<file path="config.mk">
export PLATFORM = sky130hd
export DESIGN_NAME = bmf_stream_decoder
export DESIGN_NICKNAME = d
export VERILOG_FILES = /design/src/rtl/bmf_stream_decoder.sv
export SDC_FILE = /design/constraint.sdc
export NUM_CORES = 1
export LEC_CHECK = 0
export CORE_MARGIN = 2
export CORE_UTILIZATION = 50
export CTS_CLUSTER_SIZE = 25
export DETAILED_ROUTE_END_ITERATION = 7
export GPL_TIMING_DRIVEN = 0
export MAX_ROUTING_LAYER = met4
export PLACE_DENSITY_LB_ADDON = 0.12
export SLEW_MARGIN = 20
export SYNTH_ARGS = -nofsm -noshare
export SYNTH_HDL_FRONTEND = slang
export SYNTH_SLANG_ARGS = --single-unit
</file>
<file path="constraint.sdc">
create_clock -name clk -period 2.2 [get_ports clk]
set_input_delay 0.44 -clock clk [delete_from_list [all_inputs] [get_ports clk]]
set_output_delay 0.44 -clock clk [all_outputs]
set_load 0.01 [all_outputs]
</file>
<file path="src/rtl/bmf_stream_decoder.sv">
// ============================================================================
// Module      : bmf_stream_decoder
// Description : Programmable Boolean-matrix-factorization decoder; each output
//               word is the OR of the basis rows selected by a latent code.
// Revision    : 1.0 - initial release
// ============================================================================
`default_nettype none

module bmf_stream_decoder #(
    parameter int K  = 3,
    parameter int M  = 6,
    parameter int CW = 16
) (
    input  logic                                   clk,
    input  logic                                   rst,
    input  logic                                   cfg_we,
    input  logic [((K > 1) ? $clog2(K) : 1)-1:0]   cfg_row,
    input  logic [M-1:0]                           cfg_data,
    output logic                                   cfg_ready,
    output logic                                   cfg_err,
    input  logic                                   in_valid,
    output logic                                   in_ready,
    input  logic [K-1:0]                           in_code,
    output logic                                   out_valid,
    input  logic                                   out_ready,
    output logic [M-1:0]                           out_data,
    output logic [CW-1:0]                          dec_cnt,
    input  logic                                   clr_stats
);

    localparam int            C_RW = (K > 1) ? $clog2(K) : 1;
    localparam logic [C_RW:0] C_K  = (C_RW + 1)'(K);

    logic [K-1:0][M-1:0] r_h;
    logic                r_out_valid;
    logic [M-1:0]        r_out_data;
    logic [CW-1:0]       r_cnt;
    logic                r_err;

    logic                w_cfg_wr;
    logic                w_row_ok;
    logic                w_in_hs;
    logic                w_out_hs;
    logic [M-1:0]        w_dec;

    // Config only lands with an empty output stage, so no decode ever sees a mixed H
    assign cfg_ready = !r_out_valid;
    assign in_ready  = (!r_out_valid | out_ready) & !cfg_we;
    assign w_cfg_wr  = cfg_we & cfg_ready;
    assign w_row_ok  = ({1'b0, cfg_row} < C_K);
    assign w_in_hs   = in_valid & in_ready;
    assign w_out_hs  = r_out_valid & out_ready;

    always_comb begin
        w_dec = '0;
        for (int i = 0; i < K; i++) begin
            if (in_code[i]) begin
                w_dec = w_dec | r_h[i];
            end
        end
    end

    always_ff @(posedge clk or posedge rst) begin
        if (rst) begin
            r_h <= '0;
        end else if (w_cfg_wr && w_row_ok) begin
            r_h[cfg_row] <= cfg_data;
        end
    end

    always_ff @(posedge clk or posedge rst) begin
        if (rst) begin
            r_out_valid <= 1'b0;
            r_out_data  <= '0;
        end else if (w_in_hs) begin
            r_out_valid <= 1'b1;
            r_out_data  <= w_dec;
        end else if (out_ready) begin
            r_out_valid <= 1'b0;
        end
    end

    always_ff @(posedge clk or posedge rst) begin
        if (rst) begin
            r_cnt <= '0;
        end else if (clr_stats) begin
            r_cnt <= '0;
        end else if (w_out_hs) begin
            r_cnt <= r_cnt + 1'b1;
        end
    end

    // A same-cycle bad write wins over the clear so the error is never lost
    always_ff @(posedge clk or posedge rst) begin
        if (rst) begin
            r_err <= 1'b0;
        end else if (w_cfg_wr && !w_row_ok) begin
            r_err <= 1'b1;
        end else if (clr_stats) begin
            r_err <= 1'b0;
        end
    end

    assign out_valid = r_out_valid;
    assign out_data  = r_out_data;
    assign dec_cnt   = r_cnt;
    assign cfg_err   = r_err;

endmodule

`default_nettype wire

</file>
# Word level (Yosys, flattened, before mapping)
# Cells that the tools add are included.
# totals
word_cells	39
reg_bits	42
romBits	0
latchBits	0
ramBits	0
memories	0
# classes
eq_ne	0
bitwise_logic	7
shifts	0
n_mux	12
magnitude_cmp	3
n_div	0
mul	0
n_reduce_logical	9
addsub	1
# op_table
op	n
2-to-1 mux 16 bit	2
2-to-1 mux 6 bit	4
bitwise mux 18 bit	1
adder 16 x 1 -> 16 bit, second input constant	1
demux 6 bit (select 2 bit)	1
OR 6 bit	2
nonzero test 2 bit	3
AND 1 bit	4
2-to-1 mux 1 bit	4
logical AND 1 bit	3
zero test 1 bit	3
less-than comparator 2 x 3 -> 1 bit, second input constant	1
greater-or-equal comparator 2 x 1 -> 1 bit, second input constant	1
less-than comparator 2 bit, second input constant	1
OR 1 bit	1

# Logic depth before layout (Yosys ltp)
# depth
word_depth	5
depth_mapped	5
ltp_nobuf	5

# Worst setup path after synthesis
# No wires, ideal clock.
# synth_timing
path_kind	register -> register
start	register r_out_valid, in the netlist out_valid
end	register r_h[12] (netlist bit)
path_slack_ns	0.590
synth_period_minus_slack_ns	1.610
path_stages_with_launch	5
arrival_ns	1.485
required_ns	2.075
n_path_buf	0
setup_ns	0.125
cell_sequence	dfrtp_1 inv_1 nand2_1 nor3b_2 mux2_2
# synth_between
elab_chain_cells	3
# synth_lines
element	line	rtl
start: declaration	35	logic r_out_valid;
start signal: assignment	73	r_out_valid <= 1'b0;
start signal: assignment	76	r_out_valid <= 1'b1;
start signal: assignment	79	r_out_valid <= 1'b0;
zero test 1 bit	47	assign cfg_ready = !r_out_valid;
via cfg_ready	19	output logic cfg_ready,
AND 1 bit	49	assign w_cfg_wr = cfg_we & cfg_ready;
logical AND 1 bit	66	end else if (w_cfg_wr && w_row_ok) begin
end signal: indexed assignment	67	r_h[cfg_row] <= cfg_data;
end: declaration	34	logic [K-1:0][M-1:0] r_h;
# The timed path passes the listed nets, and every way through them passes these cells.
# A chain may end at the register's enable or synchronous reset.

# Worst setup path in the final report
# layout_timing
start	register r_out_valid, in the netlist out_valid
end	output port in_ready
# layout_between
elab_chain_cells	3
# layout_lines
element	line	rtl
zero test 1 bit	48	assign in_ready = (!r_out_valid | out_ready) & !cfg_we;
OR 1 bit	48	
AND 1 bit	48	
end: declaration	22	output logic in_ready,
# Every way passes these cells.

==> results.md <==
- Status: complete, no violations
- Die Y: 65.1 um
- GRT overflow: 0
- Total Neg Setup Slack: 0 ns
- Leak: 1.00 nW
- Worst path max stage delay: 0.48 ns
- Clk buf depth: 2
- Fin util: 0.676
- Clock sinks: 42
- Final Total Pwr: 1.80 mW
- Final #Nets: 226
- Pre-CTS setup slack: -0.108 ns
- Clock skew: 0.0104 ns
- Iteration-0 DRC Markers: 115
- Num CTS Buffers: 5
- Worst endpoint required time: 1.76 ns
- Root buf cell: clkbuf_8
- Vias in the first global route: 1377
- Crit path buf inv count: 1
- Top cell family by delay on the critical path: flip-flops
- Synth Cell Area: 1870 sq um
- CP endpoint kind: output port
- Clk_lat worst skew: a little over 0.3 ns
- HPWL Detailed: 2850 um
- Routed Antenna Nets: 0
- VDD IR max: between 0.0004 and 0.0005 V
- Startpoint types: flip-flop
- Crit path DAT: 1.68 ns
- Die Footprint: 4240 sq um
- Relative slew slack: 0.605
- Maxcap violations: 0
- Post-Layout Cell Count: 257
- Post-CTS setup buffers: 0
- # resized after CTS: 1
- # diodes: 0
- GP Congestion: 0.760
- Drt drc: 0
- Syn_area_per_cell: 11.8 sq um
- H-tree lvl count: 2
- First-pass GRT wire length: 6660 um
- Leading cell type in the layout, fill and taps excluded: dfrtp_1
- Ports: 43
- Pre-antenna DRT Iters: 4
- Pin count of the biggest net entering global routing: 25
- Commonest non-fill, non-tap cells in the layout: dfrtp_1 (42), clkdlybuf4s50_1 (40), mux2_2 (19)
- Slew @ Worst Pin: between 0.5 and 0.6 ns
- Routed vias: 1432
- Post-synth cell types: 30
- Starting density of the core: 0.514
- Global Route Usage Sum: 0.217
- Area grow syn2layout: 31.5%
- Seq cells post-synth: 42
- Number of buffers added on ports: 41
- CTS tree: built
- Fin crit share: 0.962
- Core area: 3630 sq um
- Syn nets: 177
- Slew Limit Fails: 0
- Final Cell Area: 2460 sq um
- Layout cells sized above 1: 0.177
- Crit path kind: flip-flop to output port
- Fill count: 295
- WL/cell: 15.6 um
- Slowest CP cell: dfrtp_1
- HP Class: input port to async pin
- Crit Path Max Fanout: 7
- Power per cell area: 731 nW/um^2
- Row count: 22
- Clock-pin slew of the registers on the worst-case setup and hold paths: ~0.080 ns
- Placement Cell Area: 2370 sq um
- Die X: between 60 and 70 um
- Hold Violations, Final: 0
- RSZ-0062 raised after global routing: no
- Number of antenna violations at the first check in global routing: 0
- Final min period: between 2 and 2.5 ns
- Ys Warns: 0
- Placed cell count: 249
- CP cell instances: or2b_1 -> nor2b_1 -> clkdlybuf4s50_1
- Vias per Instance: between 5 and 6
- Wirelength, routed: 4010 um
- Seq/Total Area, Yosys: 0.562
- WHS: 0.456 ns
- Mapped Cells: 159
- Worst Setup Slack, final: ~0.084 ns
- CTS Hold Bufs: 0
- FMAX: 473 MHz
- Setup violators final: 0
==> area by class of cell <==
| type | count | area, sq um | area share |
|---|---|---|---|
| Buffer | 3 | 12.5 | 0.00509 |
| Sequential cell | 42 | 1050 | 0.428 |
| Inverter | 6 | 22.5 | 0.00916 |
| Multi-Input combinational cell | 108 | 783 | 0.319 |
| Timing Repair Buffer | 42 | 437 | 0.178 |
| Clock inverter | 1 | 5.00 | 0.00204 |
| Clock buffer | 7 | 86.3 | 0.0351 |
| Tap cell | 48 | 60.1 | 0.0244 |
==> flip-flops by register name, indices dropped and copies added (netlist names) <==
name / count
out_data: 6
r_h: 18
out_valid: 1
cfg_err: 1
dec_cnt: 16
==> worst paths after layout <==
check                             from          end  slack [ns]  cells after the start
min in group clk           out_data[0]  out_data[0]        0.49                      2
hold / removal                     rst   dec_cnt[1]        0.46                      2
max in group asynchronous          rst      r_h[11]        1.27                      3
setup reg to reg            dec_cnt[0]  dec_cnt[14]        0.40                      5
setup / recovery             out_valid     in_ready        0.08                      3
hold reg to reg            out_data[0]  out_data[0]        0.49                      2
==> metal layers <==
metal | wire [um] | track usage | vias to the layer above
met5 | 0 | - | -
met1 | 1780 | 0.293 | 714
met4 | 68 | 0.0703 | 0
met2 | 1890 | 0.331 | 50
li1 | - | - | 660
met3 | 271 | 0.0514 | 8
==> report_power, final <==
group	internal, mW	switching (mW)	leakage (nW)	total (mW)
logic	0.194	0.135	0.415	0.329
registers	0.890	0.0674	0.538	0.958
clock network	0.253	0.257	0.0482	0.510
==> synthesized netlist by cell type <==
library cell / instances / area share
nor3_1: 3 / 0.0080
nand4_1: 2 / 0.0067
nor3_2: 1 / 0.0054
nor2_1: 15 / 0.030
xnor2_1: 10 / 0.047
or3_2: 1 / 0.0040
or2b_1: 1 / 0.0040
mux2_2: 19 / 0.11
dfrtp_1: 42 / 0.56
a222oi_1: 6 / 0.032
o21ai_0: 8 / 0.021
nor3b_2: 2 / 0.013
nand4_4: 1 / 0.011
xor2_1: 1 / 0.0047
or3_1: 1 / 0.0033
nand3b_1: 1 / 0.0040
nor4_4: 1 / 0.011
inv_1: 6 / 0.012
ha_1: 1 / 0.0067
nor2b_1: 2 / 0.0067
nor4_1: 4 / 0.013
a21oi_1: 4 / 0.011
a31o_2: 1 / 0.0047
nand2_1: 15 / 0.030
o22ai_1: 1 / 0.0033
nand3_2: 1 / 0.0054
nand2b_1: 1 / 0.0033
buf_2: 1 / 0.0027
clkbuf_1: 2 / 0.0040
nand3_1: 5 / 0.013
==> cell families after synthesis <==
logic type | after synthesis | synth area share
multiplexers | 19 | 0.114
flip-flops | 42 | 0.562
AO/OA/AOI/OAI | 20 | 0.0723
buffers and inverters | 9 | 0.0187
XOR/XNOR | 11 | 0.0515
adder cells (fa/ha/maj) | 1 | 0.00669
AND/OR/NAND/NOR | 57 | 0.174
Power figures use the tool's default switching activity.
